File: src/rtl/pipe_ctrl.sv
// Pipeline sequencing controller: stall vector, exception flush/redirect and an optional
// stall watchdog (compiled in when PIPE_WDOG_EN is defined).
module pipe_ctrl #(
    parameter int unsigned WDOG_W      = 8,
    parameter int unsigned WDOG_LIMIT  = 200,
    parameter logic [31:0] WDOG_VECTOR = 32'h0000_0060
) (
    input  logic        clk,
    input  logic        rst,
    input  logic        stallreq_if,
    input  logic        stallreq_id,
    input  logic        stallreq_ex,
    input  logic        stallreq_mem,
    input  logic [31:0] excepttype_i,
    input  logic [31:0] cp0_epc_i,
    output logic [5:0]  stall,
    output logic        flush,
    output logic [31:0] new_pc,
    output logic        wdog_flag
);

    typedef enum logic [1:0] {
        StRun   = 2'd0,
        StStall = 2'd1,
        StWdog  = 2'd2
    } st_e;

    st_e        st_q, st_d;
    logic       exc;
    logic       any_req;
    logic       wdog_now;
    logic [5:0] stall_dec;

    assign exc     = |excepttype_i;
    assign any_req = stallreq_if | stallreq_id | stallreq_ex | stallreq_mem;

    // Deeper stage request freezes everything upstream of it as well.
    always_comb begin
        stall_dec = 6'b000000;
        if (stallreq_mem) begin
            stall_dec = 6'b011111;
        end else if (stallreq_ex) begin
            stall_dec = 6'b001111;
        end else if (stallreq_id) begin
            stall_dec = 6'b000111;
        end else if (stallreq_if) begin
            stall_dec = 6'b000011;
        end
    end

    // A real exception overrides the watchdog redirect target.
    always_comb begin
        stall  = 6'b000000;
        flush  = 1'b0;
        new_pc = 32'h0;
        if (exc) begin
            flush = 1'b1;
            case (excepttype_i)
                32'h1:                                new_pc = 32'h0000_0020;
                32'h8, 32'h9, 32'ha, 32'hc, 32'hd:    new_pc = 32'h0000_0040;
                32'he:                                new_pc = cp0_epc_i;
                default:                              new_pc = 32'h0000_0040;
            endcase
        end else if (wdog_now) begin
            flush  = 1'b1;
            new_pc = WDOG_VECTOR;
        end else begin
            stall = stall_dec;
        end
    end

`ifdef PIPE_WDOG_EN
    localparam logic [WDOG_W-1:0] LimitM1 = WDOG_W'(WDOG_LIMIT - 1);

    logic [WDOG_W-1:0] scnt_q, scnt_d;
    logic              wdog_flag_q;

    assign wdog_now  = (st_q == StWdog);
    assign wdog_flag = wdog_flag_q;

    always_comb begin
        scnt_d = '0;
        st_d   = StRun;
        if (!flush && any_req) begin
            if (scnt_q == LimitM1) begin
                st_d = StWdog;
            end else begin
                scnt_d = scnt_q + WDOG_W'(1);
                st_d   = StStall;
            end
        end
    end

    always_ff @(posedge clk or posedge rst) begin
        if (rst) begin
            st_q        <= StRun;
            scnt_q      <= '0;
            wdog_flag_q <= 1'b0;
        end else begin
            st_q        <= st_d;
            scnt_q      <= scnt_d;
            wdog_flag_q <= wdog_flag_q | wdog_now;
        end
    end
`else
    logic unused_cfg;

    assign wdog_now   = 1'b0;
    assign wdog_flag  = 1'b0;
    assign unused_cfg = ^{WDOG_W, WDOG_LIMIT, WDOG_VECTOR, st_q};

    always_comb begin
        st_d = StRun;
        if (!flush && any_req) begin
            st_d = StStall;
        end
    end

    always_ff @(posedge clk or posedge rst) begin
        if (rst) begin
            st_q <= StRun;
        end else begin
            st_q <= st_d;
        end
    end
`endif

endmodule
File: config.mk
export PLATFORM = sky130hd
export DESIGN_NAME = pipe_ctrl
export DESIGN_NICKNAME = d
export VERILOG_FILES = /design/src/rtl/pipe_ctrl.sv
export SDC_FILE = /design/constraint.sdc
export NUM_CORES = 1
export LEC_CHECK = 0
export BUFFER_PORTS_ARGS = -buffer_cell sky130_fd_sc_hd__buf_4
export CORE_ASPECT_RATIO = 2
export CORE_MARGIN = 4
export CORE_UTILIZATION = 28
export DETAILED_ROUTE_END_ITERATION = 8
export PLACE_DENSITY = 0.81
export SYNTH_ARGS = -nofsm -noshare
export SYNTH_HDL_FRONTEND = slang
export SYNTH_SLANG_ARGS = --single-unit
File: constraint.sdc
create_clock -name vclk -period 0.93
set_clock_uncertainty 0.05 [all_clocks]
set_input_delay 0 -clock vclk [all_inputs]
set_output_delay 0 -clock vclk [all_outputs]
set_load 0.03 [all_outputs]
==> results of run 1 <==
kinds of logic after synthesis:
family	Yosys count	share of synthesized area, %
other cells	1	0.513
buf+inv	41	23.6
simple gates	54	74.1
compound gates	2	1.71
cell type report:
cell class / count / area [sq um]
Tap cell: 28 / 35.0
Timing Repair Buffer: 113 / 910
Inverter: 32 / 120
Multi-Input combinational cell: 58 / 626
Fill cell: 203 / 847
Yosys cell counts:
library cell / number
or2_1: 1
buf_4: 3
nor2_1: 1
inv_1: 32
a21oi_1: 1
nor3_1: 6
nand4_1: 2
nor4_1: 2
nor3b_1: 1
a22oi_1: 1
conb_1: 1
buf_2: 6
nor4_2: 3
nor3_2: 30
and4b_1: 1
and3_1: 1
nand4_4: 1
or3b_1: 1
nor4_4: 4
worst max-delay path: stages:
cell	delay, ps
buf_4	120
nor4_4	320
and3_1	230
or3b_1	370
buf_6	150
path summary, 6_finish.rpt:
path             from          to  slack, ps  depth (start not counted)
max   excepttype_i[6]   new_pc[6]       -310                          5
min     cp0_epc_i[16]  new_pc[16]        300                          4
per-stage QoR:
stage,worst slack [ps],utilization [%]
6_report,-314,66.6
5_1_grt,-405,66.6
4_1_cts,-321,66.1
3_5_place_dp,-406,64.2
3_3_place_gp,-340,64.2
2_1_floorplan,-339,-
report_power, final:
group          total, mW  switching (mW)  internal (mW)
Combinational      0.360           0.137          0.223
Sequential             0               0              0
Clock                  0               0              0
Total              0.360           0.137          0.223
routing by layer:
| metal | vias up | global-route usage (%) | routed length [um] |
|---|---|---|---|
| met5 | - | 0 | 0 |
| li1 | 532 | - | - |
| met1 | 468 | 17.1 | 990 |
| met3 | 0 | 7.62 | 571 |
| met2 | 97 | 33.8 | 1650 |
| met4 | 0 | 1.51 | 0 |
what timing repair did:
action	in CTS	in global routing
setup buffers	1	0
setup endpoints to repair	38	38
gates resized for setup	11	3
pin swaps	4	2
hold buffers	0	0
==> flow_metrics.tcl, run 1 <==
set metrics [dict create \
    status "complete, but fails checks" \
    violations "setup timing" \
    via_per_inst 4.75 \
    ant_nets 0 \
    finalInstanceArea_sq_um 1690 \
    finalHoldViolations 0 \
    grt_pass1_wl_mm 4.97 \
    critical_path_class "in -> out" \
    synthTopCellsByArea "nor3_2, inv_1, nor4_4, nor4_2, buf_2" \
    die_height_um 80.2 \
    arrival_ps 1190 \
    core-area_sq_um 2540 \
    wl_mm 3.22 \
    finalSetupTns_ps -10570 \
    final_common_cell "buf_4" \
    min_period_ps 1240 \
    placed_cell_area_sq_um 1630 \
    seq_cells 0 \
    max-cap-violations 0 \
    start_util_pct 28.8 \
    yosysUniqueCellTypes 19 \
    portBuffers 106 \
    dpl.hpwl_mm 2.82 \
    ys_seq_area_share_pct 0 \
    grt_setup_unrepaired "yes" \
    path_max_fanout 3 \
    p_leak_nw 0.845 \
    drc 0 \
    vias 1097 \
    grtUsageTotal_pct 17.6 \
    io_pins 110 \
    synth.largest_area_cell "nor3_2" \
    dieWidth_um 44.1 \
    fmax_mhz 804 \
    syn_inst 98 \
    grt_pass1_vias 1162 \
    hold_path.class "in -> out" \
    fin_cells 231 \
    timing.final.setup_violations 38 \
    yosysTopAreaCellShare_pct 41.1 \
    antenna_cells 0 \
    final_cell_mix "buf_4, nor3_2, inv_1, buf_6, nor4_4" \
    total_power_uw 360 \
    drive_gt1_share_pct 76.8 \
    endpoint_kind "output port" \
    yosys_warnings 0 \
    clkbuf_count 0 \
    drv_slew 0 \
    wl_per_cell_um 13.9 \
    nets 275 \
    seqCellArea_sq_um 0 \
    grt.overflow.total 0 \
    gp_congestion 0.702 \
    setup_ws_ps -314 \
    start_kind "input port" \
    synth.cell_area_sq_um 731 \
    p_per_area_nw_per_um2 213 \
    firstDrtPassIters 4 \
    first_iter_violations 4 \
    syn-mean-instance-area_sq_um 7.46 \
    period_share_pct 134 \
    area_growth_pct 131 \
    grt_max_degree 21 \
    dieArea_sq_um 3540 \
    num_rows 26 \
    antenna_found_initial 0 \
    irDropWorstVdd_mv 0.178 \
    crit_required_ps 880 \
    place_inst 230 \
    holdWs_ps 301 \
]
(Power assumes the default switching activity.)
==> run 2, diff against run 1 <==
==> constraint.sdc (replaced) <==
create_clock -name vclk -period 0.93
set_clock_uncertainty 0.05 [all_clocks]
set_input_delay 0.0465 -clock vclk [all_inputs]
set_output_delay 0.0465 -clock vclk [all_outputs]
set_load 0.03 [all_outputs]
==> run 2 against run 1 <==
The run still ends with setup timing left. Sequential cell count stayed put. Setup slack worse by 80 ps. Utilization is 1.4 points higher. Worst hold slack better by 93 ps. Clock-buffer cell count stayed put. Total power is 2.8% higher.
==> flow_metrics.tcl, run 2 (synthesis gave the netlist of run 1 again) <==
set metrics [dict create \
    placed_cell_area_sq_um 1630 \
    finalInstanceArea_sq_um 1730 \
    endpoint_kind "output port" \
    die_height_um 80.2 \
    hold_path.class "in -> out" \
    gp_congestion 0.698 \
    start_kind "input port" \
    clkbuf_count 0 \
    dieArea_sq_um 3540 \
    dieWidth_um 44.1 \
    nets 275 \
    cts_hold_buf 0 \
    grtUsageTotal_pct 17.1 \
    path_max_fanout 15 \
    p_leak_nw 0.836 \
    start_util_pct 28.8 \
    antenna_cells 0 \
    io_pins 110 \
    drive_gt1_share_pct 77.3 \
    timing.final.setup_violations 38 \
    area_growth_pct 136 \
    slowest_delay_ps 310 \
    violations "setup timing" \
    cp_top_family "simple AND/OR/NAND/NOR gates" \
    portBuffers 106 \
    setup_ws_ps -394 \
    wl_per_cell_um 13.9 \
    cp.buffers_inverters 3 \
    drc 0 \
    via_per_inst 4.68 \
    crit_required_ps 830 \
    grt_max_degree 21 \
    final_common_cell "buf_4" \
    worstPathCellList "buf_6 -> nor4_4 -> nand4_4 -> buf_12 -> or2_1 -> buf_6" \
    core-area_sq_um 2540 \
    ant_nets 0 \
    firstDrtPassIters 5 \
    num_rows 26 \
    seq_cells 0 \
    dpl.hpwl_mm 2.74 \
    grt_pass1_vias 1163 \
    wl_mm 3.22 \
    finalHoldViolations 0 \
    final_cell_mix "buf_4, nor3_2, inv_1, buf_6, nor4_4" \
    p_per_area_nw_per_um2 215 \
    seqCellArea_sq_um 0 \
    vias 1081 \
    status "complete, but fails checks" \
    fin_cells 231 \
    period_share_pct 142 \
    fmax_mhz 755 \
    post-route-util_pct 68.0 \
    first_iter_violations 7 \
    antenna_found_initial 0 \
    min_period_ps 1320 \
    arrival_ps 1230 \
    holdWs_ps 395 \
    grt_setup_unrepaired "yes" \
    max-cap-violations 0 \
    place_inst 230 \
    grt_pass1_wl_mm 4.91 \
    drv_slew 0 \
    dp_slack_ps -468 \
    grt.overflow.total 0 \
    critPathSlowestCell "nor4_4" \
    irDropWorstVdd_mv 0.177 \
    critical_path_class "in -> out" \
    path_common_cell "buf_6" \
]
-- run 2: cell types whose count changed in the layout (fill, tap and decap cells not counted) --
cell | before | now
buf_6 | 9 | 19
nor3b_2 | 0 | 1
buf_4 | 101 | 92
nor4_1 | 2 | 1
nor3b_4 | 1 | 0
buf_12 | 1 | 2
nor4_2 | 0 | 1
buf_8 | 2 | 0
-- run 2: metal layers --
metal | track usage, % | up-vias | wire length, um
li1 | - | 529 | -
met1 | 16.7 | 453 | 979
met2 | 32.3 | 99 | 1580
met3 | 9.19 | 0 | 658
met4 | 0 | 0 | 0
met5 | 0 | - | 0
-- run 2: what timing repair did --
action,4_1_cts,5_1_grt
gates resized for setup,12,11
pin swaps,3,5
endpoints found under the setup margin,38,38
buffers inserted,0,1
-- run 2: cell type report --
type                            instances  area, sq um
Multi-Input combinational cell         58          626
Inverter                               32          120
Fill cell                             203          812
Timing Repair Buffer                  113          945
Tap cell                               28         35.0
-- run 2: metrics by stage --
stage / total power [mW] / setup TNS, ps
after floorplan: 0.0859 / -15160
after global placement: 0.342 / -14500
after detailed placement: 0.348 / -15660
after CTS: 0.362 / -13920
after global routing: 0.399 / -15860
final: 0.370 / -13430
-- run 2: path summary, 6_finish.rpt --
path | from | endpoint | slack [ps] | depth (start not counted)
worst max-delay path | excepttype_i[18] | flush | -390 | 6
worst min-delay path | cp0_epc_i[4] | new_pc[4] | 390 | 4
-- run 2: power by group --
| part | switching, mW | internal, mW |
|---|---|---|
| Clock | 0 | 0 |
| Combinational | 0.139 | 0.232 |
| Sequential | 0 | 0 |
